<file path="config.mk">
export PLATFORM = sky130hd
export DESIGN_NAME = seq_detector_param
export DESIGN_NICKNAME = d
export VERILOG_FILES = /design/src/rtl/seq_det_pkg.sv /design/src/rtl/seq_det_hist.sv /design/src/rtl/seq_detector_param.sv
export SDC_FILE = /design/constraint.sdc
export NUM_CORES = 1
export LEC_CHECK = 0
export ABC_AREA = 1
export CELL_PAD_IN_SITES_DETAIL_PLACEMENT = 0
export CELL_PAD_IN_SITES_GLOBAL_PLACEMENT = 1
export CORE_MARGIN = 1
export CORE_UTILIZATION = 25
export CTS_CLUSTER_SIZE = 28
export DETAILED_ROUTE_END_ITERATION = 8
export PLACE_DENSITY = 0.61
export REMOVE_ABC_BUFFERS = 1
export SETUP_SLACK_MARGIN = 0.1
export SKIP_LAST_GASP = 1
export SYNTH_ARGS = -nofsm -noshare
export SYNTH_HDL_FRONTEND = slang
export SYNTH_SLANG_ARGS = --single-unit
</file>
<file path="constraint.sdc">
create_clock -name clk -period 1.4 [get_ports clk]
set_input_delay 0.28 -clock clk [delete_from_list [all_inputs] [get_ports clk]]
set_output_delay 0.28 -clock clk [all_outputs]
set_load 0.005 [all_outputs]
</file>
<file path="src/rtl/seq_det_pkg.sv">
// Shared types and default constants for the
// parametrised serial pattern detector.
package seq_det_pkg;

  typedef enum logic {
    NON_OVL = 1'b0,
    OVL     = 1'b1
  } ovl_mode_t;

  localparam logic [3:0] PAT_RST_DEF = 4'b1010;
  localparam int         CNT_W_DEF   = 8;

endpackage

</file>
<file path="src/rtl/seq_det_hist.sv">
// History shift register and fill counter for
// the serial pattern detector.
module seq_det_hist
  import seq_det_pkg::*;
#(
  parameter int PAT_LEN = 4
) (
  input  logic               clk,
  input  logic               rst_n,
  input  logic               shift_en,
  input  logic               flush,
  input  logic               x,
  output logic [PAT_LEN-2:0] hist,
  output logic               full
);

  localparam int FW = $clog2(PAT_LEN);
  localparam logic [FW-1:0] FILL_MAX = FW'(PAT_LEN - 1);

  logic [FW-1:0]      fill;
  logic [PAT_LEN-2:0] nxt;

  if (PAT_LEN > 2) begin : g_wide
    assign nxt = {hist[PAT_LEN-3:0], x};
  end else begin : g_one
    assign nxt = x;
  end

  assign full = (fill == FILL_MAX);

  // Flush clears everything; a flushed history is
  // fully rewritten before fill saturates again,
  // so dropping the flushing bit is invisible.
  always_ff @(posedge clk or negedge rst_n) begin
    if (!rst_n) begin
      hist <= '0;
      fill <= '0;
    end else if (flush) begin
      hist <= '0;
      fill <= '0;
    end else if (shift_en) begin
      hist <= nxt;
      if (!full) fill <= fill + FW'(1);
    end
  end

endmodule

</file>
<file path="src/rtl/seq_detector_param.sv">
// Parametrised serial pattern detector with Mealy
// match, registered copy and saturating counter.
module seq_detector_param
  import seq_det_pkg::*;
#(
  parameter int                 PAT_LEN = 4,
  parameter int                 CNT_W   = CNT_W_DEF,
  parameter logic [PAT_LEN-1:0] PAT_RST = PAT_LEN'(PAT_RST_DEF),
  parameter bit                 OVL_RST = 1'b1
) (
  input  logic               clk,
  input  logic               rst_n,
  input  logic               x,
  input  logic               x_valid,
  input  logic [PAT_LEN-1:0] pat_in,
  input  logic               ovl_in,
  input  logic               pat_load,
  input  logic               cnt_clr,
  output logic               z,
  output logic               z_q,
  output logic [CNT_W-1:0]   match_cnt,
  output logic               cnt_sat,
  output logic [PAT_LEN-1:0] pattern
);

  logic [PAT_LEN-1:0] pat_r;
  ovl_mode_t          ovl_r;
  logic [PAT_LEN-2:0] hist;
  logic               full;
  logic               accept;
  logic               flush;
  logic [CNT_W-1:0]   cnt_inc;

  assign accept  = x_valid && !pat_load;
  assign z       = accept && full
                && ({hist, x} == pat_r);
  assign flush   = pat_load
                || (z && ovl_r == NON_OVL);
  assign pattern = pat_r;
  assign cnt_inc = match_cnt + CNT_W'(1);

  seq_det_hist #(
    .PAT_LEN (PAT_LEN)
  ) u_hist (
    .clk      (clk),
    .rst_n    (rst_n),
    .shift_en (accept),
    .flush    (flush),
    .x        (x),
    .hist     (hist),
    .full     (full)
  );

  // Pattern and overlap mode in force
  always_ff @(posedge clk or negedge rst_n) begin
    if (!rst_n) begin
      pat_r <= PAT_RST;
      ovl_r <= ovl_mode_t'(OVL_RST);
    end else if (pat_load) begin
      pat_r <= pat_in;
      ovl_r <= ovl_mode_t'(ovl_in);
    end
  end

  // Registered copy of the Mealy match
  always_ff @(posedge clk or negedge rst_n) begin
    if (!rst_n) z_q <= 1'b0;
    else        z_q <= z;
  end

  // Saturating match counter; clear beats a match
  always_ff @(posedge clk or negedge rst_n) begin
    if (!rst_n) begin
      match_cnt <= '0;
      cnt_sat   <= 1'b0;
    end else if (cnt_clr) begin
      match_cnt <= '0;
      cnt_sat   <= 1'b0;
    end else if (z && !(&match_cnt)) begin
      match_cnt <= cnt_inc;
      if (&cnt_inc) cnt_sat <= 1'b1;
    end
  end

endmodule

</file>
==> results of run 1 <==
[metrics by stage]
stage | setup TNS (ns) | std cells
2_1_floorplan | -0.0005069 | 137
3_3_place_gp | -5.052 | 240
3_5_place_dp | -5.458 | 240
4_1_cts | -1.847 | 254
5_1_grt | -2.841 | 258
6_report | -1.325 | 258
[Yosys cell counts]
library cell  number  area share, %
inv_1             11            3.7
dfstp_2            3            7.0
xnor2_1            3            2.3
nand2_1           41             14
o21ai_2            4            3.1
a21oi_1            5            2.2
xor2_1             2            1.6
nor2_2             1           0.55
buf_6              1            1.0
dfrtp_1           17             38
nor2_4             2            2.0
clkinv_1           1           0.33
nand2_2            3            1.7
nor3_1             1           0.44
o21ai_1            2           0.89
o21ai_0            5            2.2
nand3_1            9            4.0
nand3_2            4            3.5
inv_2              2           0.66
nand2_4            1            1.0
nor2_1            15            5.0
nand4_4            1            1.9
clkinv_2           1           0.44
ha_1               3            3.3
[power groups by stage]
stage	registers [uW]	logic, uW	clock network, uW
detailed placement	637	224	0
floorplan	638	75.9	0
global placement	635	222	0
finish	628	241	458
CTS	628	236	479
global route	632	269	502
[worst max-delay path, cell delays in order (launching register included)]
cell and delay (ns):
dfstp_2 0.57, xnor2_1 0.18, nand3_2 0.13, inv_2 0.07, buf_2 0.10
[repair_timing]
action | in CTS | in global routing
gates resized for setup | 35 | 14
setup endpoints to repair | 29 | 18
pin swaps | 4 | 11
setup buffers | 10 | 5
[worst paths after layout]
path	start	endpoint	slack (ns)	depth (start not counted)
min in group clk	x	u_hist.hist[0]	0.37	3
hold / removal	rst_n	match_cnt[3]	0.36	2
setup reg to reg	pattern[3]	u_hist.fill[0]	-0.13	6
setup / recovery	pattern[3]	z	-0.19	4
max in group asynchronous	rst_n	ovl_r	0.76	2
hold reg to reg	ovl_r	ovl_r	0.49	2
[cell families (layout without fill, tap and decap cells)]
family                   Yosys count  after routing  synth area share, %
adder cells (fa/ha/maj)            3              3                3.323
AND/OR/NAND/NOR                   78             78                33.67
XOR/XNOR                           5              5                3.877
flip-flops                        20             20                44.63
AO/OA/AOI/OAI                     16             16                8.415
buffers and inverters             16             84                6.090
[registers in the layout (all words and copies together) (netlist names)]
| signal | count |
|---|---|
| match_cnt | 8 |
| z_q | 1 |
| cnt_sat | 1 |
| u_hist.hist | 3 |
| ovl_r | 1 |
| pattern | 4 |
| u_hist.fill | 2 |
[area by class of cell]
class | instances | area (sq um)
clock buffers | 4 | 55.05
fillers | 449 | 2512
inverters | 15 | 57.56
multi-input cells | 102 | 609.3
flip-flops and latches | 20 | 505.5
well taps | 52 | 65.06
repair buffers | 65 | 549.3
[layer usage]
metal | up-vias | global-route usage [%] | part of all wire (%) | wire (microns)
met5 | - | 0 | 0 | 0
met4 | 0 | 2.721 | 0.40 | 12
met3 | 2 | 3.343 | 3.6 | 110
met2 | 20 | 25.24 | 54 | 1628
met1 | 520 | 14.92 | 42 | 1266
li1 | 570 | - | - | -
[layout by cell type, fill, tap and decap left out, types with 7 or more instances in the layout]
master	instances
dlygate4sd2_1	10
clkdlybuf4s50_1	9
nand3_2	7
buf_4	34
buf_6	7
nor2_1	13
inv_1	10
dfrtp_1	16
nand2_1	38
==> results.cfg, run 1 <==
[status]
status = finished with violations
violations = negative setup slack

[placement]
dp_hpwl_microns = 2143
port_buffers = 25
dpl-instance-area_sq_um = 1629
routabilityCongestion = 0.8222
place_ws_ns = -0.6486

[synthesis]
postSynthAreaPerCell_sq_um = 8.187
ys_warn_count = 0
ys_seq_elements = 20
synth_area_sq_um = 1130
synth.distinct_cells = 24
syn_inst = 138
synth.yosys.seq_area_share_pct = 44.63

[layout]
syn_to_final_growth_pct = 63.01
post-route-util_pct = 42.30
drive_gt1_share_pct = 40.78
nNetsFinal = 221
n_antenna_cell = 0
fin_area_sq_um = 1842

[pwr]
leakage_uw = 0.0009016
power.total_uw = 1327
p_sw_share_pct = 25.43
power.internal_uw = 989.5
p_per_area_nw_per_um2 = 720.4
comb_power_share_pct = 18.1
seq_power_share_pct = 47.3
peakVddDrop_mv = 0.2719
power_frac_clock_pct = 34.5
p_switching_uw = 337.4

[floorplanning]
row_count = 24
die_h_microns = 69.23
design.core.area_sq_um = 4354
ios = 26
die_x_microns = 69.23
initial_core_util_pct = 25.95
dieArea_sq_um = 4792

[timing]
hold_ws_ns = 0.3573
finalCritPeriodShare_pct = 113.8
drv_slew = 0
tightest_slew_ns = 0.2737
setup-violations-final = 15
min_period_ns = 1.593
fmax_mhz = 627.8
hold_viol_final = 0
finalWorstSetupSlack_ns = -0.1930
grt_setup_unrepaired = yes
slew_headroom_pct = 81.63
fin_worst_skew_ns = 0.006450

[critical_path]
crit_arrival_ns = 1.31
start_kind = flip-flop
path_class = reg2out
cp_max_fo = 2
endpoint_kind = primary output
required_ns = 1.12

[routing]
drtIter0Drc = 42
firstDrtPassIters = 4
vias = 1112
remaining_drc_errors = 0
drt.antenna.violating_nets = 0
routed_wl_microns = 3017
avgViaCountPerCell = 4.310
wire_per_inst_microns = 11.69

[global_routing]
overflow = 0
antenna_found_initial = 0
grt_max_degree = 21
track_usage_pct = 13.34
grt_pass1_wl_microns = 5168
grt_pass1_vias = 1195

[clock_tree]
cts_tree = done
clk-insertion-delay-late_ns = 0.26
cts.sinks = 20
cts_root_buf = clkbuf_8
hold_buffers = 0
ctsLongestPathBuffers = 2
cts_buffers = 3
clk_pin_slew_ns = 0.08
htree_levels = 1

[min_path]
hold_path.class = in2async

[job]
maxCapViolCount = 0
Power figures use the tool's default switching activity.
==> run 2: changes to the inputs <==
CELL_PAD_IN_SITES_DETAIL_PLACEMENT = unset   (was 0)
CELL_PAD_IN_SITES_GLOBAL_PLACEMENT = unset   (was 1)
PLACE_DENSITY = 0.48   (was 0.61)
==> results.cfg, run 2 (synthesis results as in run 1) <==
[status]
status = finished with violations
violations = negative setup slack

[critical_path]
ff2ff_path_depth = 7
cp_cell_sequence = buf_4 > xnor2_4 > nand3_2 > inv_2 > buf_2
required_ns = 1.12
cp_top_family = flip-flops
critPathLaunch = pattern[3]
endpoint_kind = primary output
path_class = reg2out
reg2reg_slack_ns = -0.16
crit_end = z
cp_max_fo = 2
cp.depth = 5
critPathBufInv = 3
critPathMaxStageDelay_ns = 0.53
worstReg2RegStart = pattern[3]
reg2reg_to = u_hist.hist[1]
cp_slowest_cell = dfstp_2
crit_arrival_ns = 1.36
start_kind = flip-flop

[routing]
routed_wl_microns = 3012
firstDrtPassIters = 4
vias = 1122
wire_per_inst_microns = 11.86
avgViaCountPerCell = 4.417
drtIter0Drc = 21
drt.antenna.violating_nets = 0
remaining_drc_errors = 0

[layout]
nFillCells = 439
final_cell_mix = nand2_1, buf_4, dfrtp_1, nor2_1
nNetsFinal = 217
layout_commonest_cell = nand2_1
syn_to_final_growth_pct = 65.67
largest_register_ffs = 8
drive_gt1_share_pct = 43.07
n_antenna_cell = 0
largest-register = match_cnt

[clock_tree]
cts.sinks = 20
clk_pin_slew_ns = 0.08
cts_tree = done
cts_buffers = 3
htree_levels = 1
cts_root_buf = clkbuf_8
clk-insertion-delay-late_ns = 0.26
hold_buffers = 0
ctsLongestPathBuffers = 2

[timing]
setup-violations-final = 13
grt_setup_unrepaired = yes
drv_slew = 0
tightest_slew_ns = 0.2784
finalCritPeriodShare_pct = 117.5
min_period_ns = 1.645
fmax_mhz = 607.9
slew_headroom_pct = 81.44
fin_worst_skew_ns = 0.003163
finalWorstSetupSlack_ns = -0.2449
setup_tns_ns = -1.632
hold_viol_final = 0

[pwr]
power.total_uw = 1467
leakage_uw = 0.0008970
p_per_area_nw_per_um2 = 783.7
peakVddDrop_mv = 0.4718

[floorplanning]
die_h_microns = 69.23
design.core.area_sq_um = 4354
die_x_microns = 69.23
ios = 26
row_count = 24
dieArea_sq_um = 4792
initial_core_util_pct = 25.95

[placement]
port_buffers = 25
dp_hpwl_microns = 2167
routabilityCongestion = 0.8197

[global_routing]
grt_pass1_vias = 1172
grt_pass1_wl_microns = 5257
overflow = 0
track_usage_pct = 13.43
antenna_found_initial = 0
grt_max_degree = 21

[job]
maxCapViolCount = 0

[min_path]
hold_path.class = in2reg
==> run 2: changes by cell type in the layout (fill, tap and decap cells not counted), sizes merged <==
cell / delta
bufinv: +1
clkdlybuf4s15: -1
buf: -4
==> run 2: cell type report <==
| class | instances | area, sq um | share of cell area (%) |
|---|---|---|---|
| tap | 52 | 65.06 | 3.476 |
| clock inverter | 1 | 30.03 | 1.604 |
| clock buffer | 3 | 41.29 | 2.206 |
| timing repair buffer | 61 | 513.0 | 27.41 |
| multi-input combinational | 102 | 656.9 | 35.09 |
| inverter | 15 | 57.56 | 3.075 |
| sequential | 20 | 508.0 | 27.14 |
==> run 2: power breakdown <==
group / switching, uW / internal, uW / total (uW)
clock: 210 / 382 / 592
sequential: 20.8 / 608 / 629
combinational: 113 / 133 / 246
total: 344 / 1120 / 1470
==> run 2: repair_timing <==
item | in CTS | in global routing
endpoints found under the setup margin | 29 | 19
resized for setup | 40 | 20
buffers inserted | 10 | 4
pin swaps | 6 | 14
endpoints found under the hold margin | 0 | 0
==> run 2: worst min-delay path by stage <==
stage                        from        endpoint  slack (ns)  cells after the start
after CTS                   rst_n      pattern[0]        0.37                      2
after global routing            x  u_hist.hist[0]        0.36                      3
final                           x  u_hist.hist[0]        0.34                      3
after detailed placement  cnt_sat         cnt_sat        0.47                      2
after global placement      ovl_r           ovl_r        0.47                      2
after floorplan             rst_n         cnt_sat       -0.02                      0
==> run 2: metal layers <==
layer | global-route usage [%] | up-vias | routed length [microns]
li1 | - | 562 | -
met1 | 16.67 | 532 | 1329
met2 | 24.06 | 28 | 1546
met3 | 3.052 | 0 | 136
met4 | 2.041 | 0 | 0
met5 | 0 | - | 0
==> run 2: per-stage QoR <==
step           hold slack (ns)  cell area [sq um]  utilization, %  std cells  setup WS (ns)
3_3_place_gp            0.4702               1629           37.41        240        -0.6266
3_5_place_dp            0.4697               1629           37.41        240        -0.6343
2_1_floorplan         -0.01559               1119               -        137     -0.0005069
6_report                0.3442               1872           42.99        254        -0.2449
4_1_cts                 0.3670               1797           41.26        252        -0.2494
5_1_grt                 0.3638               1872           42.99        254        -0.3034
==> run 2: tightest hold or removal path: stages <==
cell	delay [ns]
dlymetal6s2s_1	0.13
a21oi_1	0.09
nor2_2	0.07
